`src/rtl/ud_pkg.sv`:
```
// Shared types and segment constants for the up/down direction detector.
package ud_pkg;

    typedef enum logic [1:0] {INIT, SEEK, LOCK_UP, LOCK_DOWN} state_t;
    typedef enum logic [1:0] {UP, DOWN, HOLD, JUMP} step_t;

    localparam logic [6:0] SS_UP    = 7'b0111110;
    localparam logic [6:0] SS_DOWN  = 7'b0111101;
    localparam logic [6:0] SS_BLANK = 7'b0000000;
    localparam logic [6:0] SS_FAULT = 7'b1001111;

endpackage

```
`src/rtl/ud_step_classify.sv`:
```
// Classifies one count step as UP, DOWN, HOLD or JUMP using modular distance.
// Purely combinational, zero latency, no flow control.
module ud_step_classify
    import ud_pkg::*;
#(
    parameter int WIDTH = 4
) (
    input  logic [WIDTH-1:0] q_in,
    input  logic [WIDTH-1:0] q_prev,
    output step_t            step
);

    logic [WIDTH-1:0] delta;

    // Modular subtraction makes wrap-around (max->0, 0->max) a legal single step.
    assign delta = q_in - q_prev;

    always_comb begin
        step = JUMP;
        if (delta == WIDTH'(1))
            step = UP;
        else if (delta == {WIDTH{1'b1}})
            step = DOWN;
        else if (delta == '0)
            step = HOLD;
    end

endmodule

```
`src/rtl/ud_dir_detector.sv`:
```
// Infers counter direction from a sampled count bus and drives a direction digit.
// One-cycle latency from a sample cycle; non-sample cycles hold all state.
// Optional UD_DIR_STEP_COUNT_EN adds a saturating locked-step counter output.
module ud_dir_detector
    import ud_pkg::*;
#(
    parameter int WIDTH   = 4,
    parameter int CONFIRM = 2
) (
    input  logic             clk,
    input  logic             reset,
    input  logic [WIDTH-1:0] q_in,
    input  logic             sample,
    output logic             dir_up,
    output logic             dir_down,
    output logic             fault,
`ifdef UD_DIR_STEP_COUNT_EN
    output logic [7:0]       step_cnt,
`endif
    output logic [6:0]       ss
);

    localparam logic [3:0] CONF = 4'(CONFIRM);

    state_t           state, state_nxt;
    step_t            step;
    logic [WIDTH-1:0] q_prev;
    logic [3:0]       run, run_nxt;
    logic             run_up, run_up_nxt;
    logic             fault_nxt;
    logic [7:0]       cnt, cnt_nxt;
    logic [6:0]       ss_nxt;

    ud_step_classify #(.WIDTH(WIDTH)) u_classify (
        .q_in   (q_in),
        .q_prev (q_prev),
        .step   (step)
    );

    always_comb begin
        state_nxt  = state;
        run_nxt    = run;
        run_up_nxt = run_up;
        fault_nxt  = fault;
        cnt_nxt    = cnt;
        if (sample) begin
            fault_nxt = 1'b0;
            case (state)
                INIT: state_nxt = SEEK;
                SEEK: begin
                    case (step)
                        UP, DOWN: begin
                            if (run != 4'd0 && run_up == (step == UP))
                                run_nxt = (run >= CONF) ? run : run + 4'd1;
                            else begin
                                run_nxt    = 4'd1;
                                run_up_nxt = (step == UP);
                            end
                            if (run_nxt >= CONF)
                                state_nxt = run_up_nxt ? LOCK_UP : LOCK_DOWN;
                        end
                        HOLD: ;
                        default: begin
                            run_nxt   = 4'd0;
                            fault_nxt = 1'b1;
                        end
                    endcase
                end
                LOCK_UP, LOCK_DOWN: begin
                    // "with" is the step that keeps the current lock, "against" reverses it.
                    if ((state == LOCK_UP && step == UP) || (state == LOCK_DOWN && step == DOWN)) begin
                        if (cnt != 8'hFF)
                            cnt_nxt = cnt + 8'd1;
                    end else if (step == JUMP) begin
                        state_nxt = SEEK;
                        run_nxt   = 4'd0;
                        fault_nxt = 1'b1;
                        cnt_nxt   = 8'd0;
                    end else if (step != HOLD) begin
                        state_nxt  = SEEK;
                        run_nxt    = 4'd1;
                        run_up_nxt = (step == UP);
                        cnt_nxt    = 8'd0;
                    end
                end
                default: state_nxt = INIT;
            endcase
        end
    end

    always_comb begin
        ss_nxt = SS_BLANK;
        if (fault_nxt)
            ss_nxt = SS_FAULT;
        else if (state_nxt == LOCK_UP)
            ss_nxt = SS_UP;
        else if (state_nxt == LOCK_DOWN)
            ss_nxt = SS_DOWN;
    end

    always_ff @(posedge clk or negedge reset) begin
        if (!reset) begin
            state    <= INIT;
            q_prev   <= '0;
            run      <= 4'd0;
            run_up   <= 1'b0;
            cnt      <= 8'd0;
            fault    <= 1'b0;
            dir_up   <= 1'b0;
            dir_down <= 1'b0;
            ss       <= SS_BLANK;
        end else begin
            state    <= state_nxt;
            run      <= run_nxt;
            run_up   <= run_up_nxt;
            cnt      <= cnt_nxt;
            fault    <= fault_nxt;
            dir_up   <= (state_nxt == LOCK_UP);
            dir_down <= (state_nxt == LOCK_DOWN);
            ss       <= ss_nxt;
            if (sample)
                q_prev <= q_in;
        end
    end

`ifdef UD_DIR_STEP_COUNT_EN
    assign step_cnt = cnt;
`endif

endmodule

```
`config.mk`:
```
export PLATFORM = sky130hd
export DESIGN_NAME = ud_dir_detector
export DESIGN_NICKNAME = d
export VERILOG_FILES = /design/src/rtl/ud_pkg.sv /design/src/rtl/ud_step_classify.sv /design/src/rtl/ud_dir_detector.sv
export SDC_FILE = /design/constraint.sdc
export NUM_CORES = 1
export LEC_CHECK = 0
export CAP_MARGIN = 30
export CORE_ASPECT_RATIO = 1.5
export CORE_MARGIN = 5
export CORE_UTILIZATION = 45
export DETAILED_ROUTE_END_ITERATION = 6
export PLACE_DENSITY_LB_ADDON = 0.15
export SKIP_CTS_REPAIR_TIMING = 1
export SLEW_MARGIN = 15
export SYNTH_ARGS = -nofsm -noshare
export SYNTH_HDL_FRONTEND = slang
export SYNTH_HIERARCHICAL = 1
export SYNTH_SLANG_ARGS = --single-unit
```
`constraint.sdc`:
```
create_clock -name clk -period 2.7 [get_ports clk]
set_clock_uncertainty 0.1 [all_clocks]
set_input_delay 0.27 -clock clk [delete_from_list [all_inputs] [get_ports clk]]
set_output_delay 0.27 -clock clk [all_outputs]
set_load 0.01 [all_outputs]
```
Yosys cells after proc, flatten, opt, wreduce, memory -nomap -nowiden
Index checks and enable logic that the tools add are counted.
Operators by class
  reductions and logical operators: 14
  equality and inequality tests: 18
  divide/modulo/power cells: 0
  shift-type cells: 0
  add/sub/neg operators: 2
  multiply operators: 0
  magnitude comparators: 2
  bitwise operators: 0
  muxes and demuxes: 38
Operators by type and width (number)
  $mux 4: 8
  $mux 2: 8
  $pmux 4 s2: 2
  $mux 1: 14
  $eq 2x2->1 const B: 6
  $mux 6: 2
  $ne 2x2->1 const B: 6
  $ge 4x2->1 const B: 2
  $mux 7: 1
  $pmux 2 s3: 1
  $reduce_and 6->1: 1
  $reduce_and 5->1: 1
  $add 4x1->4 const B: 1
  $eq 2x1->1 const B: 2
  $eq 4x1->1 const B: 1
  $eq 4x4->1 const B: 1
  $logic_not 2->1: 2
  $logic_not 4->1: 1
  $pmux 1 s2: 2
  $reduce_bool 4->1: 1
  $reduce_or 2->1: 2
  $sub 4x4->4: 1
  $logic_and 1x1->1: 3
  $ne 3x3->1 const B: 1
  4 further kinds: 4
Storage, ports and cells
  ROM bits: 0
  memories: 0
  word-level logic and storage cells: 82
  bits in registers: 21
  output and inout port bits: 10
  latch bits: 0
  memory bits (writable): 0

Longest topological paths before layout
Gate-level depths: netlist of the first run.
  word-level depth: 21
  gate-level depth with buffers: 12
  mapped depth without buffers: 12

Hierarchy
Netlist of the first run, hierarchy kept.
By module, submodules not included
  ud_dir_detector: instances 1, seq. area each 450.4 um^2, cells an instance 85, area an instance 908.4 um^2
  ud_step_classify: instances 1, seq. area each 0.0 um^2, cells an instance 18, area an instance 145.1 um^2

Worst setup path before layout of the first run
OpenSTA, ideal clock, no wires.
  path kind: register to register
  start point: register q_prev[0]
  end point: register run[0]
  path slack: -0.146 ns
  library setup time: 0.126 ns
  required time: 2.474 ns
  arrival time: 2.620 ns
  stages on the path, launching flop included: 11
  buffers on the path: 0
  cell sequence: dfrtp_1 ha_1 inv_1 fa_1 xor2_1 and3b_1 mux2i_1 nor2b_4 and3_1 or3_4 o32a_1
On the way
  elaborated cells between the ends (all ways): 30
RTL lines
  start: declaration: line ud_dir_detector.sv:27  | logic [WIDTH-1:0] q_prev;
  start signal: assignment: line ud_dir_detector.sv:122  | q_prev <= q_in;
  $sub 4x4->4 *: line ud_step_classify.sv:16  | assign delta = q_in - q_prev;
  $eq 4x4->1: line ud_step_classify.sv:22  | else if (delta == {WIDTH{1'b1}})
  $mux 2: line ud_step_classify.sv:22
  $mux 2 *: line ud_step_classify.sv:20  | if (delta == WIDTH'(1))
  via step[1]: line ud_dir_detector.sv:26  | step_t step;
  $logic_not 2->1: line ud_dir_detector.sv:51, ud_dir_detector.sv:53, ud_dir_detector.sv:71
  $eq 1x1->1: line ud_dir_detector.sv:53  | if (run != 4'd0 && run_up == (step == UP))
  $logic_and 1x1->1: line ud_dir_detector.sv:53
  $mux 4: line ud_dir_detector.sv:53
  $mux 4: line ud_dir_detector.sv:51  | case (step)
  $mux 4: line ud_dir_detector.sv:48  | case (state)
  $mux 4: line ud_dir_detector.sv:46  | if (sample) begin
  $pmux 4 s2: line ud_dir_detector.sv:51
  $pmux 4 s2: line ud_dir_detector.sv:48
  end signal: assignment: line ud_dir_detector.sv:114  | run <= run_nxt;
  end: declaration: line ud_dir_detector.sv:28  | logic [3:0] run, run_nxt;
The timed path passes the listed nets; every way through them passes the cells marked *. The select of a mux whose other input is x is not followed.
A chain may end at the register's enable or synchronous reset.

Worst setup path after layout of the first run
  start point: register q_prev[0]
  end point: register run[0]
On the way
  cells in the longest elaborated chain, start to end: 14
  elaborated cells between the ends (all ways): 30
Ends and longest elaborated chain
  $sub 4x4->4 *: line ud_step_classify.sv:16
  $logic_not 4->1: line ud_step_classify.sv:24  | else if (delta == '0)
  $mux 1: line ud_step_classify.sv:24
  $mux 2: line ud_step_classify.sv:22
  $mux 2 *: line ud_step_classify.sv:20
  via step[0]: line ud_dir_detector.sv:26
  $logic_not 2->1: line ud_dir_detector.sv:51, ud_dir_detector.sv:53, ud_dir_detector.sv:71
  $eq 1x1->1: line ud_dir_detector.sv:53
  $logic_and 1x1->1: line ud_dir_detector.sv:53
  $mux 4: line ud_dir_detector.sv:53
  $mux 4: line ud_dir_detector.sv:51
  $mux 4: line ud_dir_detector.sv:48
  $mux 4: line ud_dir_detector.sv:46
  $pmux 4 s2: line ud_dir_detector.sv:51
  $pmux 4 s2: line ud_dir_detector.sv:48
Marked as above.

==> metrics.md, run 1 <==
| Metric | Value |
|---|---|
| Post-synth top area cell | `dfrtp_1` |
| Synth Flop Type | `dfrtp_1` |
| Die height | `69.3 um` |
| Register Area | `450 sq um` |
| Flop2flop setup slack | `-0.1 ns` |
| Hold WS | `0.151 ns` |
| Final WS setup | `-0.0994 ns` |
| Crit start category | `register` |
| Tcrit/Tclk final | `104%` |
| FF-to-FF Start | `q_prev[0]$_DFFE_PN0P_` |
| FILL cells | `171` |
| Crit end category | `register` |
| Detail Route Antenna Nets | `0` |
| CTS tree | `yes` |
| Vias per cell | `5.75` |
| Total GRT Usage | `14.4%` |
| VDD IR-drop max | `477 uV` |
| Clk_lat worst skew | `0.30 ns` |
| Worst Hold Depth | `2` |
| Multi-input logic area | `643 sq um` |
| WL final | `2.29 mm` |
| Worst Path Arrival | `2.89 ns` |
| Final Hold Fails | `0` |
| Status | `complete, but fails checks` |
| Critical path class | `register to register` |
| Post-Syn Nets | `117` |
| Port Buf Inserts | `16` |
| Sequential element share of the synthesized area | `42.8%` |
| Asr flop ratio synth | `100%` |
| Number of global-route vias before repair | `944` |
| Gr ovfl total | `0` |
| Routability congestion estimate from global placement | `0.756` |
| HP Class | `primary input to register` |
| First-pass GRT wire length | `4.03 mm` |
| Dpl hpwl | `1.67 mm` |
| Leading post-synthesis cells by cell area | `dfrtp_1, ha_1, mux2_2, inv_1, nor2_1` |
| DR iter-0 viols | `4` |
| Post-Synthesis Cells | `103` |
| Clk slew on worst S/H paths | `0.11 ns` |
| CTS H-tree depth | `1` |
| CP Data Required Time | `2.79 ns` |
| Initial antenna violation count | `0` |
| PwrDens | `705 nW/um^2` |
| Yosys warns | `6` |
| Num CTS Buffers | `3` |
| Crit path max fanout | `6` |
| Fraction of final layout cells with drive strength greater than 1 | `33.8%` |
| Drt drc | `0` |
| Placeable Area | `2230 sq um` |
| Post-synthesis sequential element count | `18` |
| Number of diodes | `0` |
| Mean routed wirelength per cell | `14.9 um` |
| Post-synth top cells | `dfrtp_1, inv_1, nor2_1` |
| Violated checks | `negative setup slack` |
| Syn Area/Cell | `10.2 sq um` |
| Hold Startpoint | `q_in[0]` |
| Post-synth top area share | `42.8%` |
| Cell variety after synth | `37` |
| Via count | `879` |
| Die width | `49.5 um` |
| Final Setup Violations | `8` |
| Worst Max-Slew Pin Slew | `0.797 ns` |
| R2R cell count | `8` |
| # nets final | `145` |
| Crit Reg-Reg Endpoint | `run[0]$_DFFE_PN0P_` |
| Synth Cell Area | `1050 sq um` |
| Total chip power | `1030 uW` |
| Initial Util | `47.2%` |
| Pre-antenna DRT Iters | `5` |
| Max frequency | `357 MHz` |
| CTS max path bufs | `2` |
| Root Buffer | `clkbuf_4` |
| # IOs | `17` |
| Die Area | `3430 sq um` |
| Setup TNS | `-0.414 ns` |
| Maximum Capacitance Violations | `0` |
| Hold EP | `q_prev[0]$_DFFE_PN0P_` |
| Most frequent cell after synthesis | `dfrtp_1` |
| CTS Sinks | `18` |
| Clock period minus worst slack | `2.80 ns` |
| Slew Limit Fails | `0` |
| # rows | `21` |
| Leak Pwr | `0.000677 uW` |
| RSZ-0062 raised after global routing | `true` |
| Area grow syn2layout | `39.4%` |
| Max_slew headroom | `46.7%` |
| Largest net degree at the start of global routing | `19` |
| Post-synth EDFFs | `0` |
-- logic make-up after synthesis --
family                     synth area share [%]
adders and majority gates                  9.03
and+or+nand+nor                            14.0
buffers and inverters                      7.72
xor gates and xnor gates                   4.99
muxes                                      5.23
AOI/OAI and AO/OA                          16.3
DFF                                        42.8
-- cell usage in the layout (no fill, tap or decap), drive strengths merged, types with 3 or more instances in the layout --
cell and n:
a21oi 5, a31oi 3, buf 13, clkbuf 4
clkdlybuf4s50 13, dfrtp 18, dlymetal6s2s 3, ha 6
inv 10, mux2 4, nor2 10, nor3 3
o21ai 5, xnor2 3, xor2 3
-- final cells by class --
class | instances | area share (%)
Clock buffer | 4 | 2.47
Inverter | 10 | 2.56
Sequential cell | 18 | 30.7
Multi-Input combinational cell | 69 | 43.8
Timing Repair Buffer | 29 | 18.6
Tap cell | 23 | 1.96
-- power by group --
group,total (uW),internal [uW],switching (uW)
combinational,494,253,241
sequential,371,322,48.5
clock,170,82.2,88.0
total,1030,658,377
-- critical path, cell delays in order (launching register included) --
cell and delay, ns:
dfrtp_1 0.40, ha_2 0.19, inv_2 0.06, fa_2 0.45, or3_1 0.44, buf_4 0.19, and3_4 0.18, or3_4 0.36
o32a_1 0.33
-- registers in the layout, indices dropped and copies added (netlist names) --
register	cells
run_up	1
run	4
q_prev	4
dir_down	1
state	2
fault	1
dir_up	1
ss	4
-- layer usage --
metal,up-vias,share of wire (%),GRT usage [%]
li1,412,-,-
met1,421,40,16.6
met2,33,52,25.1
met3,13,5.5,3.66
met4,0,2.8,4.96
met5,-,0,0
-- worst max path at each step --
stage / cells past startpoint / endpoint / slack (ns) / start
after floorplan: 12 / ss[0]$_DFF_PN0_ / 0.05 / q_prev[2]$_DFFE_PN0P_
after global placement: 11 / ss[0]$_DFF_PN0_ / -0.46 / q_in[0]
after detailed placement: 11 / ss[0]$_DFF_PN0_ / -0.51 / q_in[0]
after CTS: 11 / ss[0]$_DFF_PN0_ / -0.23 / q_in[0]
after global routing: 12 / ss[1]$_DFF_PN0_ / -0.20 / q_prev[0]$_DFFE_PN0P_
final: 8 / run[0]$_DFFE_PN0P_ / -0.1 / q_prev[0]$_DFFE_PN0P_
-- through the flow --
step	util, %	cell area [sq um]	worst slack (ns)	instances
floorplan	-	1070	0.0488	103
global placement	58.6	1310	-0.455	148
detailed placement	58.6	1310	-0.513	148
CTS	60.2	1350	-0.226	152
global route	65.8	1470	-0.197	153
finish	65.8	1470	-0.0994	153
(Power assumes the default switching activity.)
==> run 2: changes to the inputs <==
- SYNTH_HIERARCHICAL: 1 -> default
==> metrics.md, run 2 <==
| Metric | Value |
|---|---|
| Syn Area/Cell | `10.2 sq um (-0.31%)` |
| Asr flop ratio synth | `100% (unchanged)` |
| Post-Syn Nets | `121 (+3.4%)` |
| Synth Flop Type | `dfrtp_1` |
| Worst path max stage delay | `0.49 ns (+0.04 ns)` |
| Post-synth EDFFs | `0 (unchanged)` |
| # rows | `22 (+4.8%)` |
| Drt drc | `0 (unchanged)` |
| Leak Pwr | `0.000616 uW (-9.0%)` |
| Pre-antenna DRT Iters | `4 (-1)` |
| PwrDens | `612 nW/um^2 (-13%)` |
| Final WS setup | `0.177 ns (+0.276 ns)` |
| Placeable Area | `2390 sq um (+7.2%)` |
| Setup TNS | `0 ns (+0.414 ns)` |
| Initial antenna violation count | `0 (unchanged)` |
| Crit start category | `primary input` |
| Slew Limit Fails | `0 (unchanged)` |
| Num CTS Buffers | `3 (unchanged)` |
| CTS max path bufs | `2 (unchanged)` |
| Largest net degree at the start of global routing | `19 (unchanged)` |
| Final Hold Fails | `0 (unchanged)` |
| Gr ovfl total | `0 (unchanged)` |
| Most frequent cell after synthesis | `dfrtp_1` |
| Crit path max fanout | `4 (-2)` |
| CTS Sinks | `18 (unchanged)` |
| Crit end category | `register` |
| # IOs | `17 (unchanged)` |
| Most frequent cells in the layout | `dfrtp_1, clkdlybuf4s50_1, inv_1` |
| Max frequency | `396 MHz (+11%)` |
| First-pass GRT wire length | `4.08 mm (+1.2%)` |
| Cell family with most CP delay | `simple AND/OR/NAND/NOR gates` |
| Cell variety after synth | `40 (+8.1%)` |
| Fraction of final layout cells with drive strength greater than 1 | `19.8% (-14 points)` |
| Number of diodes | `0 (unchanged)` |
| Initial Util | `45.6% (-1.6 points)` |
| Die Area | `3530 sq um (+2.9%)` |
| CP cell instances | `clkdlybuf4s50_1, inv_1, ha_1, inv_1, fa_1, xor2_2, nand3_2, or4_4, o2111a_2, a21boi_4, a21oi_1` |
| Final Setup Violations | `0 (-8)` |
| Place WS | `-0.162 ns (+0.351 ns)` |
| # nets final | `146 (+0.69%)` |
| CP Data Required Time | `2.83 ns (+0.04 ns)` |
| Maximum Capacitance Violations | `0 (unchanged)` |
| WL final | `2.30 mm (+0.48%)` |
| Vias per cell | `5.74 (about the same)` |
| Critical-path top delay cell | `or4_4` |
| Number of global-route vias before repair | `972 (+3.0%)` |
| Worst Max-Slew Pin Slew | `0.811 ns (+0.0139 ns)` |
| Port Buf Inserts | `16 (unchanged)` |
| Area grow syn2layout | `23.9%` |
| Die height | `70.3 um (+1.5%)` |
| Max_slew headroom | `45.8% (-0.93 points)` |
| RSZ-0062 raised after global routing | `false` |
| Detail Route Antenna Nets | `0 (unchanged)` |
| Critical path class | `primary input to register` |
| Mean routed wirelength per cell | `14.8 um (-0.82%)` |
| Synth Cell Area | `1090 sq um (+3.6%)` |
| Die width | `50.2 um (+1.4%)` |
| Largest regs | `q_prev x4, run x4, ss x4` |
| Clock period minus worst slack | `2.52 ns (-0.276 ns)` |
| HP Class | `primary input to asynchronous set/reset pin` |
| Clk_lat worst skew | `0.30 ns (about the same)` |
| Most common cell after layout, fill and taps aside | `dfrtp_1` |
| FILL cells | `219 (+28%)` |
| Yosys warns | `0 (-6)` |
| Root Buffer | `clkbuf_4` |
| Tcrit/Tclk final | `93.4% (-10 points)` |
| Dpl hpwl | `1.79 mm (+7.7%)` |
| Clk slew on worst S/H paths | `0.11 ns (about the same)` |
| Status | `complete, no violations` |
| Via count | `890 (+1.3%)` |
| CTS tree | `yes` |
| Post-synth top area cell | `dfrtp_1` |
| Sequential element share of the synthesized area | `41.3% (-1.5 points)` |
| Routability congestion estimate from global placement | `0.821 (+8.6%)` |
| Leading post-synthesis cells by cell area | `dfrtp_1, ha_1, inv_1, nor2_1, nand2_1` |
| Bufs and invs on worst path | `3 (+1)` |
| Worst Path Arrival | `2.66 ns (-0.23 ns)` |
| CTS H-tree depth | `1 (unchanged)` |
| Post-synthesis sequential element count | `18 (unchanged)` |
| CP most frequent cell | `inv_1` |
| Post-synth top area share | `41.3% (-1.5 points)` |
| DR iter-0 viols | `28 (+24)` |
| Post-Synthesis Cells | `107 (+3.9%)` |
| Total GRT Usage | `14.3% (-0.11 points)` |
| Post-synth top cells | `dfrtp_1, inv_1, nor2_1` |
| VDD IR-drop max | `461 uV (-3.3%)` |
==> run 2: layer usage <==
| metal | vias to the layer above | share of wire [%] | global-route usage, % |
|---|---|---|---|
| met5 | - | 0 | 0 |
| met3 | 11 | 4.0 | 2.13 |
| met4 | 0 | 3.1 | 8.45 |
| met1 | 423 | 39 | 16.6 |
| li1 | 429 | - | - |
| met2 | 27 | 53 | 23.9 |
==> run 2: kinds of logic after synthesis <==
family	after synthesis	share of synthesized area, %
compound gates	27	18.9
fa+ha+maj	7	8.72
simple gates	32	17.5
xor+xnor	4	3.90
flops	18	41.3
mux	3	3.10
buf+inv	16	6.54
==> run 2: power by group <==
group / total, uW / switching [uW] / internal, uW / leakage (uW)
Sequential: 333 / 28.5 / 304 / 0.000226
Combinational: 327 / 171 / 157 / 0.000369
Clock: 167 / 85.0 / 82.2 / 0.0000210
Total: 827 / 284 / 543 / 0.000616
==> run 2: final timing paths <==
check / cells past startpoint / slack (ns) / startpoint / to
setup reg to reg: 9 / 0.26 / q_prev[0]$_DFFE_PN0P_ / run[1]$_DFFE_PN0P_
min in group clk: 1 / 0.43 / q_prev[0]$_DFFE_PN0P_ / q_prev[0]$_DFFE_PN0P_
hold reg to reg: 1 / 0.43 / q_prev[0]$_DFFE_PN0P_ / q_prev[0]$_DFFE_PN0P_
hold / removal: 1 / 0.32 / reset / q_prev[0]$_DFFE_PN0P_
max in group asynchronous: 1 / 1.66 / reset / dir_up$_DFF_PN0_
setup / recovery: 11 / 0.18 / q_in[0] / run[1]$_DFFE_PN0P_
==> run 2: through the flow <==
stage / hold slack (ns) / total power [uW] / area, sq um / cells / util (%)
2_1_floorplan: -0.126 / 542 / 1090 / 107 / -
3_3_place_gp: 0.401 / 654 / 1320 / 151 / 54.9
3_5_place_dp: 0.408 / 665 / 1320 / 151 / 54.9
4_1_cts: 0.371 / 834 / 1350 / 155 / 56.4
5_1_grt: 0.407 / 886 / 1350 / 155 / 56.4
6_report: 0.325 / 827 / 1350 / 155 / 56.4
==> run 2: area by class of cell <==
class / count / area (sq um) / share of cell area (%)
multi-input cells: 73 / 569 / 42.1
flip-flops and latches: 18 / 450 / 33.3
repair buffers: 24 / 220 / 16.3
inverters: 12 / 45.0 / 3.33
clock buffers: 4 / 36.3 / 2.69
well taps: 24 / 30.0 / 2.22
==> run 3: changes to the inputs <==
- CORE_MARGIN: 5 -> 8
==> metrics.md, run 3 (synthesis gave the netlist of run 2 again) <==
| Metric | Value |
|---|---|
| Status | `complete, no violations` |
| Clock power frac | `20.4% (+0.2 points)` |
| Clk slew on worst S/H paths | `0.11 ns (about the same)` |
| Root Buffer | `clkbuf_4` |
| Internal Power | `545 uW (+0.40%)` |
| CTS H-tree depth | `1 (unchanged)` |
| CTS tree | `yes` |
| Clock period minus worst slack | `2.53 ns (+0.00402 ns)` |
| Total GRT Usage | `11.1% (-3.2 points)` |
| Die width | `56.2 um (+12%)` |
| HP Class | `primary input to asynchronous set/reset pin` |
| Routability congestion estimate from global placement | `0.833 (+1.5%)` |
| Mean routed wirelength per cell | `14.9 um (+0.66%)` |
| WL final | `2.33 mm (+1.3%)` |
| Max_slew headroom | `66.9% (+21 points)` |
| Maximum Capacitance Violations | `0 (unchanged)` |
| Crit path max fanout | `4 (unchanged)` |
| FILL cells | `225 (+2.7%)` |
| Num CTS Buffers | `3 (unchanged)` |
| Sequential Power Share | `40.2% (about the same)` |
| Critical path depth in cells | `11 (unchanged)` |
| Dpl hpwl | `1.83 mm (+2.1%)` |
| PwrDens | `604 nW/um^2 (-1.3%)` |
| # IOs | `17 (unchanged)` |
| Final Setup Violations | `0 (unchanged)` |
| VDD IR-drop max | `425 uV (-7.8%)` |
| Final Hold Fails | `0 (unchanged)` |
| Critical-path top delay cell | `or4_4` |
| Switching power | `280 uW (-1.4%)` |
| Fraction of final layout cells with drive strength greater than 1 | `20.5% (+0.61 points)` |
| Switching power share of the total | `34.0% (-0.41 points)` |
| CTS Sinks | `18 (unchanged)` |
| Crit start category | `primary input` |
| Initial Util | `46.1% (+0.53 points)` |
| Final WS setup | `0.173 ns (-0.00402 ns)` |
| Number of diodes | `0 (unchanged)` |
| Clk_lat worst skew | `0.29 ns (about the same)` |
| Vias per cell | `5.62 (-2.1%)` |
| Comb power frac | `39.4% (-0.2 points)` |
| Die height | `76.3 um (+8.5%)` |
| Max frequency | `396 MHz (-0.16%)` |
| CTS max path bufs | `2 (unchanged)` |
| CP most frequent cell | `inv_1` |
| Slew Limit Fails | `0 (unchanged)` |
| FF-to-FF Start | `q_prev[0]$_DFFE_PN0P_` |
| RSZ-0062 raised after global routing | `false` |
| Area grow syn2layout | `25.2%` |
| Tcrit/Tclk final | `93.6% (+0.15 points)` |
| Largest regs | `q_prev x4, run x4, ss x4` |
| Initial antenna violation count | `0 (unchanged)` |
| CP Data Required Time | `2.82 ns (about the same)` |
| Critical path class | `primary input to register` |
| Number of global-route vias before repair | `904 (-7.0%)` |
| Worst path max stage delay | `0.49 ns (about the same)` |
| Port Buf Inserts | `16 (unchanged)` |
| DR iter-0 viols | `28 (unchanged)` |
| Leak Pwr | `0.000624 uW (+1.2%)` |
| Die Area | `4290 sq um (+22%)` |
| Drt drc | `0 (unchanged)` |
| Hold WS | `0.128 ns (-0.197 ns)` |
| Most common cell after layout, fill and taps aside | `dfrtp_1` |
| Fin area | `1370 sq um (+1.1%)` |
| First-pass GRT wire length | `4.11 mm (+0.86%)` |
| # nets final | `147 (+0.68%)` |
| Via count | `877 (-1.5%)` |
| Register Area | `450 sq um (unchanged)` |
| DP Area | `1320 sq um (unchanged)` |
| Gr ovfl total | `0 (unchanged)` |
| Place WS | `-0.155 ns (+0.00643 ns)` |
| # rows | `22 (unchanged)` |
| CP cell instances | `clkdlybuf4s50_1, inv_1, ha_1, inv_1, fa_1, xor2_2, nand3_2, or4_4, o2111a_2, a21boi_4, a21oi_1` |
| Multi-input logic area | `569 sq um (unchanged)` |
| Pre-antenna DRT Iters | `4 (unchanged)` |
| R2R cell count | `9 (unchanged)` |
| Most frequent cells in the layout | `dfrtp_1, clkdlybuf4s50_1, inv_1` |
| Worst Path Arrival | `2.65 ns (about the same)` |
| Crit end category | `register` |
| Detail Route Antenna Nets | `0 (unchanged)` |
| Critical Path Start | `q_in[0]` |
| Worst Max-Slew Pin Slew | `0.494 ns (-0.317 ns)` |
| Largest net degree at the start of global routing | `19 (unchanged)` |
| Placeable Area | `2370 sq um (-1.1%)` |
| Total chip power | `825 uW (-0.22%)` |
| Bufs and invs on worst path | `3 (unchanged)` |
| Cell family with most CP delay | `simple AND/OR/NAND/NOR gates` |
| Setup TNS | `0 ns (unchanged)` |
==> run 3: final timing paths <==
path / slack [ns] / to
max reg2reg: 0.24 / run[1]$_DFFE_PN0P_
min reg2reg: 0.44 / run[0]$_DFFE_PN0P_
min: 0.13 / q_prev[1]$_DFFE_PN0P_
min in group clk: 0.44 / run[0]$_DFFE_PN0P_
max in group asynchronous: 1.96 / ss[0]$_DFF_PN0_
max: 0.17 / run[1]$_DFFE_PN0P_
==> run 3: power by group through the flow <==
stage | logic, uW | clock network [uW] | registers (uW)
CTS | 325 | 172 | 333
finish | 325 | 168 | 332
detailed placement | 324 | 0 | 338
global placement | 319 | 0 | 336
floorplan | 203 | 0 | 339
global route | 362 | 184 | 338
==> run 3: layout make-up <==
type | instances | share of cell area (%)
multi-input combinational | 73 | 41.7
sequential | 18 | 33.0
timing repair buffer | 25 | 17.2
inverter | 12 | 3.30
clock buffer | 4 | 2.66
tap | 24 | 2.20
==> run 3: stage by stage <==
step / utilization [%] / std cells
after detailed placement: 55.5 / 151
after CTS: 57.1 / 155
after floorplan: - / 107
after global routing: 57.7 / 156
final: 57.7 / 156
after global placement: 55.5 / 151
==> run 3: routing by layer <==
layer	share of wire [%]	GRT usage, %	vias up
met2	56	20.2	10
met1	41	12.4	433
met3	2.8	2.67	2
met5	0	0	-
met4	0.73	2.90	0
li1	-	-	432
